===== src/rtl/irq_pkg.sv =====
// Shared types and constants for the machine-mode interrupt controller.
package irq_pkg;

  // Trap-entry sequencer states.
  typedef enum logic [1:0] {
    ST_IDLE       = 2'd0,
    ST_WAIT_BND   = 2'd1,
    ST_TRAP       = 2'd2,
    ST_IN_HANDLER = 2'd3
  } irq_state_e;

  // mcause exception codes for the three machine interrupt sources.
  localparam logic [3:0] CAUSE_MEI = 4'd11;
  localparam logic [3:0] CAUSE_MSI = 4'd3;
  localparam logic [3:0] CAUSE_MTI = 4'd7;

  // Bit positions inside the {MEIP, MSIP, MTIP} / {MEIE, MSIE, MTIE} vectors.
  localparam int IRQ_MTI_BIT = 0;
  localparam int IRQ_MSI_BIT = 1;
  localparam int IRQ_MEI_BIT = 2;

  // mtvec[1:0] mode encodings; the reserved encodings fall back to direct.
  localparam logic [1:0] MTVEC_DIRECT   = 2'b00;
  localparam logic [1:0] MTVEC_VECTORED = 2'b01;

  // Redirect target for a trap with the given cause code.
  function automatic logic [31:0] trap_target(input logic [31:0] mtvec,
                                              input logic [3:0]  code);
    logic [31:0] base;
    logic [31:0] target;
    base = {mtvec[31:2], 2'b00};
    case (mtvec[1:0])
      MTVEC_DIRECT:   target = base;
      MTVEC_VECTORED: target = base + {26'd0, code, 2'b00};
      default:        target = base;
    endcase
    return target;
  endfunction

  // mcause word for an interrupt: interrupt flag set, code in the low bits.
  function automatic logic [31:0] cause_word(input logic [3:0] code);
    return {1'b1, 27'd0, code};
  endfunction

endpackage


===== src/rtl/irq_arbiter.sv =====
// Fixed-priority selection among enabled interrupt requests: MEI > MSI > MTI.
module irq_arbiter
  import irq_pkg::*;
(
  input  logic [2:0] req_i,
  output logic       valid_o,
  output logic [3:0] code_o
);

  // Priority encode the request vector into a cause code.
  always_comb begin
    valid_o = |req_i;
    code_o  = 4'd0;
    if (req_i[IRQ_MEI_BIT]) begin
      code_o = CAUSE_MEI;
    end else if (req_i[IRQ_MSI_BIT]) begin
      code_o = CAUSE_MSI;
    end else if (req_i[IRQ_MTI_BIT]) begin
      code_o = CAUSE_MTI;
    end
  end

endmodule


===== src/rtl/interrupt_controller.sv =====
// Machine-mode interrupt controller: latches the timer pulse, arbitrates the
// enabled sources, waits for an instruction boundary and issues a one-cycle
// trap-entry strobe with redirect target, mepc and mcause values.
//
// state        | meaning
// -------------+-----------------------------------------------------------
// IDLE         | no enabled request; watching the enabled set
// WAIT_BND     | request seen; waiting for a valid, unstalled instruction
// TRAP         | trap-entry cycle: strobe, flush, capture epc/cause
// IN_HANDLER   | handler running; new requests masked until mret
module interrupt_controller
  import irq_pkg::*;
#(
  parameter logic [31:0] RESET_VECTOR = 32'h0000_0000
) (
  input  logic        clk,
  input  logic        rst,
  input  logic        timer_irq,
  input  logic        ext_irq,
  input  logic        sw_irq,
  input  logic        global_ie,
  input  logic [2:0]  irq_en,
  input  logic        valid_i,
  input  logic        stall_i,
  input  logic [31:0] pc_i,
  input  logic [31:0] mtvec_i,
  input  logic        mret_i,
  output logic        trap_take,
  output logic        flush_o,
  output logic [31:0] trap_pc,
  output logic [31:0] epc_o,
  output logic [31:0] cause_o,
  output logic [2:0]  pending_o
);

  irq_state_e  state_q, state_d;
  logic        mtip_q, mtip_d;
  logic [3:0]  code_q, code_d;
  logic [31:0] epc_q, epc_d;
  logic [31:0] cause_q, cause_d;

  logic [2:0]  enabled;
  logic        arb_valid;
  logic [3:0]  arb_code;
  logic        boundary;
  logic        mtip_clr;

  assign pending_o = {ext_irq, sw_irq, mtip_q};
  assign enabled   = pending_o & irq_en & {3{global_ie}};
  assign boundary  = valid_i & ~stall_i;

  irq_arbiter u_arbiter (
    .req_i   (enabled),
    .valid_o (arb_valid),
    .code_o  (arb_code)
  );

  // Next-state and strobe logic; the winning code is captured on the
  // boundary cycle so a late higher-priority request still wins.
  always_comb begin
    state_d   = state_q;
    code_d    = code_q;
    trap_take = 1'b0;
    case (state_q)
      ST_IDLE: begin
        if (arb_valid) begin
          state_d = ST_WAIT_BND;
        end
      end
      ST_WAIT_BND: begin
        if (!arb_valid) begin
          state_d = ST_IDLE;
        end else if (boundary) begin
          state_d = ST_TRAP;
          code_d  = arb_code;
        end
      end
      ST_TRAP: begin
        trap_take = 1'b1;
        state_d   = ST_IN_HANDLER;
      end
      ST_IN_HANDLER: begin
        if (mret_i) begin
          state_d = ST_IDLE;
        end
      end
      default: begin
        state_d = ST_IDLE;
      end
    endcase
  end

  // Timer pending latch: a new pulse beats the clear from its own trap.
  always_comb begin
    mtip_clr = trap_take && (code_q == CAUSE_MTI);
    mtip_d   = timer_irq | (mtip_q & ~mtip_clr);
  end

  // mepc/mcause capture on the trap-entry cycle.
  always_comb begin
    epc_d   = epc_q;
    cause_d = cause_q;
    if (trap_take) begin
      epc_d   = pc_i;
      cause_d = cause_word(code_q);
    end
  end

  // State registers; reset drops any in-flight trap without a strobe.
  always_ff @(posedge clk or posedge rst) begin
    if (rst) begin
      state_q <= ST_IDLE;
      mtip_q  <= 1'b0;
      code_q  <= 4'd0;
      epc_q   <= RESET_VECTOR;
      cause_q <= 32'd0;
    end else begin
      state_q <= state_d;
      mtip_q  <= mtip_d;
      code_q  <= code_d;
      epc_q   <= epc_d;
      cause_q <= cause_d;
    end
  end

  assign flush_o = trap_take;
  assign epc_o   = epc_q;
  assign cause_o = cause_q;
  assign trap_pc = rst ? RESET_VECTOR : trap_target(mtvec_i, code_q);

endmodule


===== config.mk =====
export PLATFORM = sky130hd
export DESIGN_NAME = interrupt_controller
export DESIGN_NICKNAME = d
export VERILOG_FILES = /design/src/rtl/irq_pkg.sv /design/src/rtl/irq_arbiter.sv /design/src/rtl/interrupt_controller.sv
export SDC_FILE = /design/constraint.sdc
export NUM_CORES = 1
export LEC_CHECK = 0
export CAP_MARGIN = 20
export CORE_ASPECT_RATIO = 0.6
export CORE_MARGIN = 5
export CORE_UTILIZATION = 40
export DETAILED_ROUTE_END_ITERATION = 6
export PLACE_DENSITY = 0.87
export SLEW_MARGIN = 10
export SYNTH_ARGS = -nofsm -noshare
export SYNTH_HDL_FRONTEND = slang
export SYNTH_SLANG_ARGS = --single-unit

===== constraint.sdc =====
create_clock -name clk -period 5.1 [get_ports clk]
set_clock_uncertainty 0.1 [all_clocks]
set_input_delay 0.765 -clock clk [delete_from_list [all_inputs] [get_ports clk]]
set_output_delay 0.765 -clock clk [all_outputs]
set_load 0.02 [all_outputs]

# Word-level counts from Yosys, hierarchy flattened

Index checks and enable logic that the tools add are counted.

$add $sub $neg: 1
Equality and inequality tests: 8
Multiplexer cells: 11
Bitwise operators: 7
Reduce and logical (&&, ||, !) cells: 5

Operator list:

| cell                                                                  | count |
|---|---|
| 32-bit two-way mux                                                    | 2 |
| 32-bit by 6-bit adder with 32-bit output                              | 1 |
| 2-bit two-way mux                                                     | 4 |
| 4-bit two-way mux                                                     | 2 |
| 2-bit one-hot mux with 4 select lines                                 | 1 |
| 3-bit AND                                                             | 2 |
| 3-bit AND reduction                                                   | 2 |
| 2-bit by 1-bit equality test with 1-bit output, second input constant | 2 |
| 2-bit equality test, second input constant                            | 2 |
| 4-bit by 3-bit equality test with 1-bit output, second input constant | 1 |
| 2-bit != test, second input constant                                  | 2 |
| 3-bit two-way mux                                                     | 1 |
| 3-bit != test, second input constant                                  | 1 |
| 3-bit OR reduction                                                    | 1 |
| 1-bit AND                                                             | 2 |
| 2-bit logical NOT                                                     | 1 |
| 1-bit inverter                                                        | 2 |
| 1-bit logical AND                                                     | 1 |
| 1-bit two-way mux                                                     | 1 |
| 1-bit bitwise OR                                                      | 1 |

Flip-flop bits (word level): 44
Input port bits: 76
Output and inout bits: 101
Logic and storage cells: 37

# Longest topological paths before layout

Depth after elaboration: 6
Mapped depth: 7

# Modules after synthesis

A second synthesis with hierarchy kept.

Cell total of the unflattened synthesis: 304
Area, all modules: 3010.4 µm²

Modules (own cells, without submodules):

| module               | times used | cells an instance | area an instance (µm²) |
|---|---|---|---|
| interrupt_controller | 1          | 299               | 2974.1 |
| irq_arbiter          | 1          | 5                 | 36.3 |

# Worst setup path after synthesis

OpenSTA, ideal clock, no wires.

Kind: in2out
Start: input port mtvec_i[5]
End: output port trap_pc[25]
Arrival time: 2.471 ns
Data required time: 4.235 ns
Slack: 1.764 ns
Cell stages on the path: 7
Buffers on the path: 1
Cell sequence: ha_1 > a21oi_1 > o22ai_4 > nand4_4 > buf_6 > or4_1 > a21oi_1

Cells in the longest elaborated chain, start to end: 3

RTL lines:

| item                                     | line                        | text |
|---|---|---|
| from (decl)                              | interrupt_controller.sv:26  | `input logic [31:0] mtvec_i,` |
| 32-bit by 6-bit adder with 32-bit output | irq_pkg.sv:34               | `MTVEC_VECTORED: target = base + {26'd0, code, 2'b00};` |
| 32-bit two-way mux                       | irq_pkg.sv:32               | `case (mtvec[1:0])` |
| 32-bit two-way mux                       | interrupt_controller.sv:129 | `assign trap_pc = rst ? RESET_VECTOR : trap_target(mtvec_i, code_q);` |
| to (decl)                                | interrupt_controller.sv:30  | `output logic [31:0] trap_pc,` |

No other way between the ends.

# Final worst setup path

Start: input port mtvec_i[5]
End: output port trap_pc[31]

Same word-level chain as after synthesis.

==> results.yml <==
critical_path:
  worst-path-buf-inv: 2
  critPathMaxFanout: 11
  cp_cell_sequence: "clkdlybuf4s50_1 -> ha_1 -> nand3_1 -> o22ai_4 -> nand4_4 -> or4_1 -> a21oi_1 -> clkdlybuf4s50_1"
  worst_path_most_repeated_cell: "clkdlybuf4s50_1"
  slowest_stage: "clkdlybuf4s50_1"
  critPathTopFamily: "buffers and inverters"
  critPathArrivalTime_ps: 3530
  end_kind: "output pin"
  max_stage_delay_ps: 640
  path_class: "in2out"
  cp-start-kind: "primary input"
  worstPathRequired_ps: 4240
power_and_ir_drop:
  power.density_nw_per_um2: 452.1
  power_frac_comb_pct: 49.6
  p_leak_uw: 0.001770
  p_sw_share_pct: 35.33
  power.internal_uw: 1276
  clkPwrFrac_pct: 20.9
  power_switching_uw: 697.2
  ir_drop_mv: 0.2700
  pwr-share-seq_pct: 29.5
sta:
  tightest_slew_ps: 796.1
  min_period_ps: 4390
  finalHoldViolCount: 0
  slew_violations: 0
  slew_headroom_pct: 46.44
  max_freq_mhz: 227.8
  setup_violations: 0
  finalSetupTns_ps: 0
  rsz0062_at_grt: "false"
  min_period_over_period_pct: 86.08
cells_and_area:
  final_nets: 503
  drive_gt1_share_pct: 4.492
  num_antenna_cells: 0
  final_common_cell: "clkdlybuf4s50_1"
  final_cell_mix: "clkdlybuf4s50_1 (147), dfrtp_1 (42), mux2_1 (35)"
  area_growth_pct: 58.02
  stdcell_count: 510
route:
  vias: 2476
  drt_iter0_drc: 140
  routed_wl_mm: 8.184
  drtPass1Iterations: 4
  via_per_inst: 4.855
  detail_route.wl_per_cell_um: 16.05
  ant_nets: 0
  route.detailed.drc: 0
run:
  drv_cap: 0
clock_network:
  cts_root_buffer: "clkbuf_16"
  ctsResizeCount: 0
  cts-buffers-inserted: 5
  ctsHtreeMaxLevel: 2
  cts_hold_buffers: 0
  cts_sinks: 42
  clock_latency_ps: 280
  post_cts_buffers: 0
  cts_tree: "done"
  cts_buffer_depth: 2
  clk_pin_slew_worst_paths_ps: 50
global_route:
  grt_first_pass_wirelength_mm: 12.59
  antenna_found_initial: 0
  grt_use_total_pct: 18.54
  grt.overflow.total: 0
  grt_max_degree: 43
  grt_pass1_vias: 2441
yosys:
  syn-cell-area_um2: 2763
  yosysWarnings: 0
  ys_seq_elements: 42
  syn_area_per_cell_um2: 9.762
  synth-compound-area-share_pct: 6.069
  synthAdderAreaFrac_pct: 2.536
  synth_cell_types: 42
  synthCells: 283
  yosysSeqAreaShare_pct: 38.04
  synth_edf_count: 0
  synthMuxAreaShare_pct: 14.27
  ys.flop_type: "dfrtp_1"
  synth_top_family_by_area: "simple AND/OR/NAND/NOR gates"
  synthSimpleGateAreaFrac_pct: 19.57
  ys_async_sr_fraction_pct: 100.0
  synthXorXnorAreaFrac_pct: 7.292
place:
  io_buffer_count: 147
  post-dp-hpwl_mm: 6.842
  dp_cells: 501
  place.gp.congestion: 0.8841
die:
  start_util_pct: 41.20
  core_area_um2: 6705
  die_w_um: 117.3
  num_rows: 23
  die_area_um2: 8723
  pin_count: 177
  die_h_um: 74.38
worst_hold_path:
  hold_class: "reg2reg"
run_status:
  status: "complete, no violations"
[per-stage QoR]
| stage | instance area (um2) | utilization, % | hold WS [ps] | setup WS [ps] | total power (uW) |
|---|---|---|---|---|---|
| floorplan | 2868 | - | 358.2 | 1764 | 1110 |
| global placement | 4151 | 61.91 | 347.8 | 754.4 | 1548 |
| detailed placement | 4151 | 61.91 | 358.6 | 719.5 | 1582 |
| CTS | 4350 | 64.88 | 373.6 | 704.3 | 2003 |
| global route | 4365 | 65.11 | 394.0 | 529.0 | 2100 |
| finish | 4365 | 65.11 | 366.0 | 709.9 | 1973 |
[cell type report]
| cell class | count | area [um2] |
|---|---|---|
| flip-flops and latches | 42 | 1051 |
| clock buffers | 6 | 138.9 |
| well taps | 87 | 108.9 |
| fillers | 569 | 2340 |
| multi-input cells | 219 | 1490 |
| repair buffers | 150 | 1501 |
| inverters | 4 | 15.01 |
| clock inverters | 2 | 60.06 |
[sequential cells by signal, summed over array words and instances (netlist names), named ones only]
signal   count
cause_o      4
code_q       3
epc_o       32
mtip_q       1
state_q      1
[cells by family (layout without fill, tap and decap cells)]
| family | Yosys count | count (layout) |
|---|---|---|
| xor+xnor | 23 | 23 |
| simple gates | 102 | 102 |
| other cells | 1 | 29 |
| fa+ha+maj | 5 | 5 |
| compound gates | 25 | 25 |
| buf+inv | 50 | 162 |
| mux | 35 | 35 |
| flops | 42 | 42 |
[power groups by stage]
stage          Sequential (uW)  Clock, uW  Combinational [uW]
6_report                   582        412                 979
5_1_grt                    608        440                1050
4_1_cts                    586        423                 994
3_5_place_dp               591          0                 990
3_3_place_gp               578          0                 970
2_1_floorplan              749          0                 362
[cells in the mapped netlist, types with 2 or more instances]
cell type   n  area [um2]
xnor2_1     2       17.52
and3_2      2       15.01
nand3_1     9       45.04
nor4_1      2       12.51
ha_1        4       50.05
nor3_1      2       10.01
o31ai_1     5       37.54
a21oi_1    11       55.05
inv_1       3       11.26
clkbuf_1    5       18.77
nor2_1     27       101.4
and3_1      5       31.28
nand4_1    15       93.84
o21ai_1     3       15.01
mux2_1     35       394.1
buf_1       2       7.510
xor2_1     21       183.9
buf_2       3       15.01
or4_1       5       37.54
dfrtp_1    42        1051
a211oi_1    2       15.01
nand2_1    22       82.58
buf_4      34       255.2
nand2b_1    3       18.77
buf_6       2       22.52
[per-layer routing]
layer  up-vias  track usage [%]  wire length [um]
met4         0            2.290                28
li1       1217                -                 -
met1      1166            26.58              3603
met5         -                0                 0
met2        91            30.08              3886
met3         2            3.740               665
[worst paths after layout]
kind	from	end	slack, ps	cells past startpoint
worst max-delay path	mtvec_i[5]	trap_pc[31]	710	8
worst min-delay path	cause_o[31]	cause_o[31]	370	1
worst max register to register	mtip_q	code_q[2]	3380	4
worst min register to register	cause_o[31]	cause_o[31]	370	1
max in group asynchronous	rst	epc_o[28]	3170	4
min in group asynchronous	rst	asynchronous set/reset pin	1380	4
[worst register-to-register path, cell delays in order (launching register included)]
cell     delay [ps]
dfrtp_1         410
and3_1          180
a21oi_1          50
or4_1           590
o41ai_1         290
No activity file was read; power rests on OpenSTA's default activity.
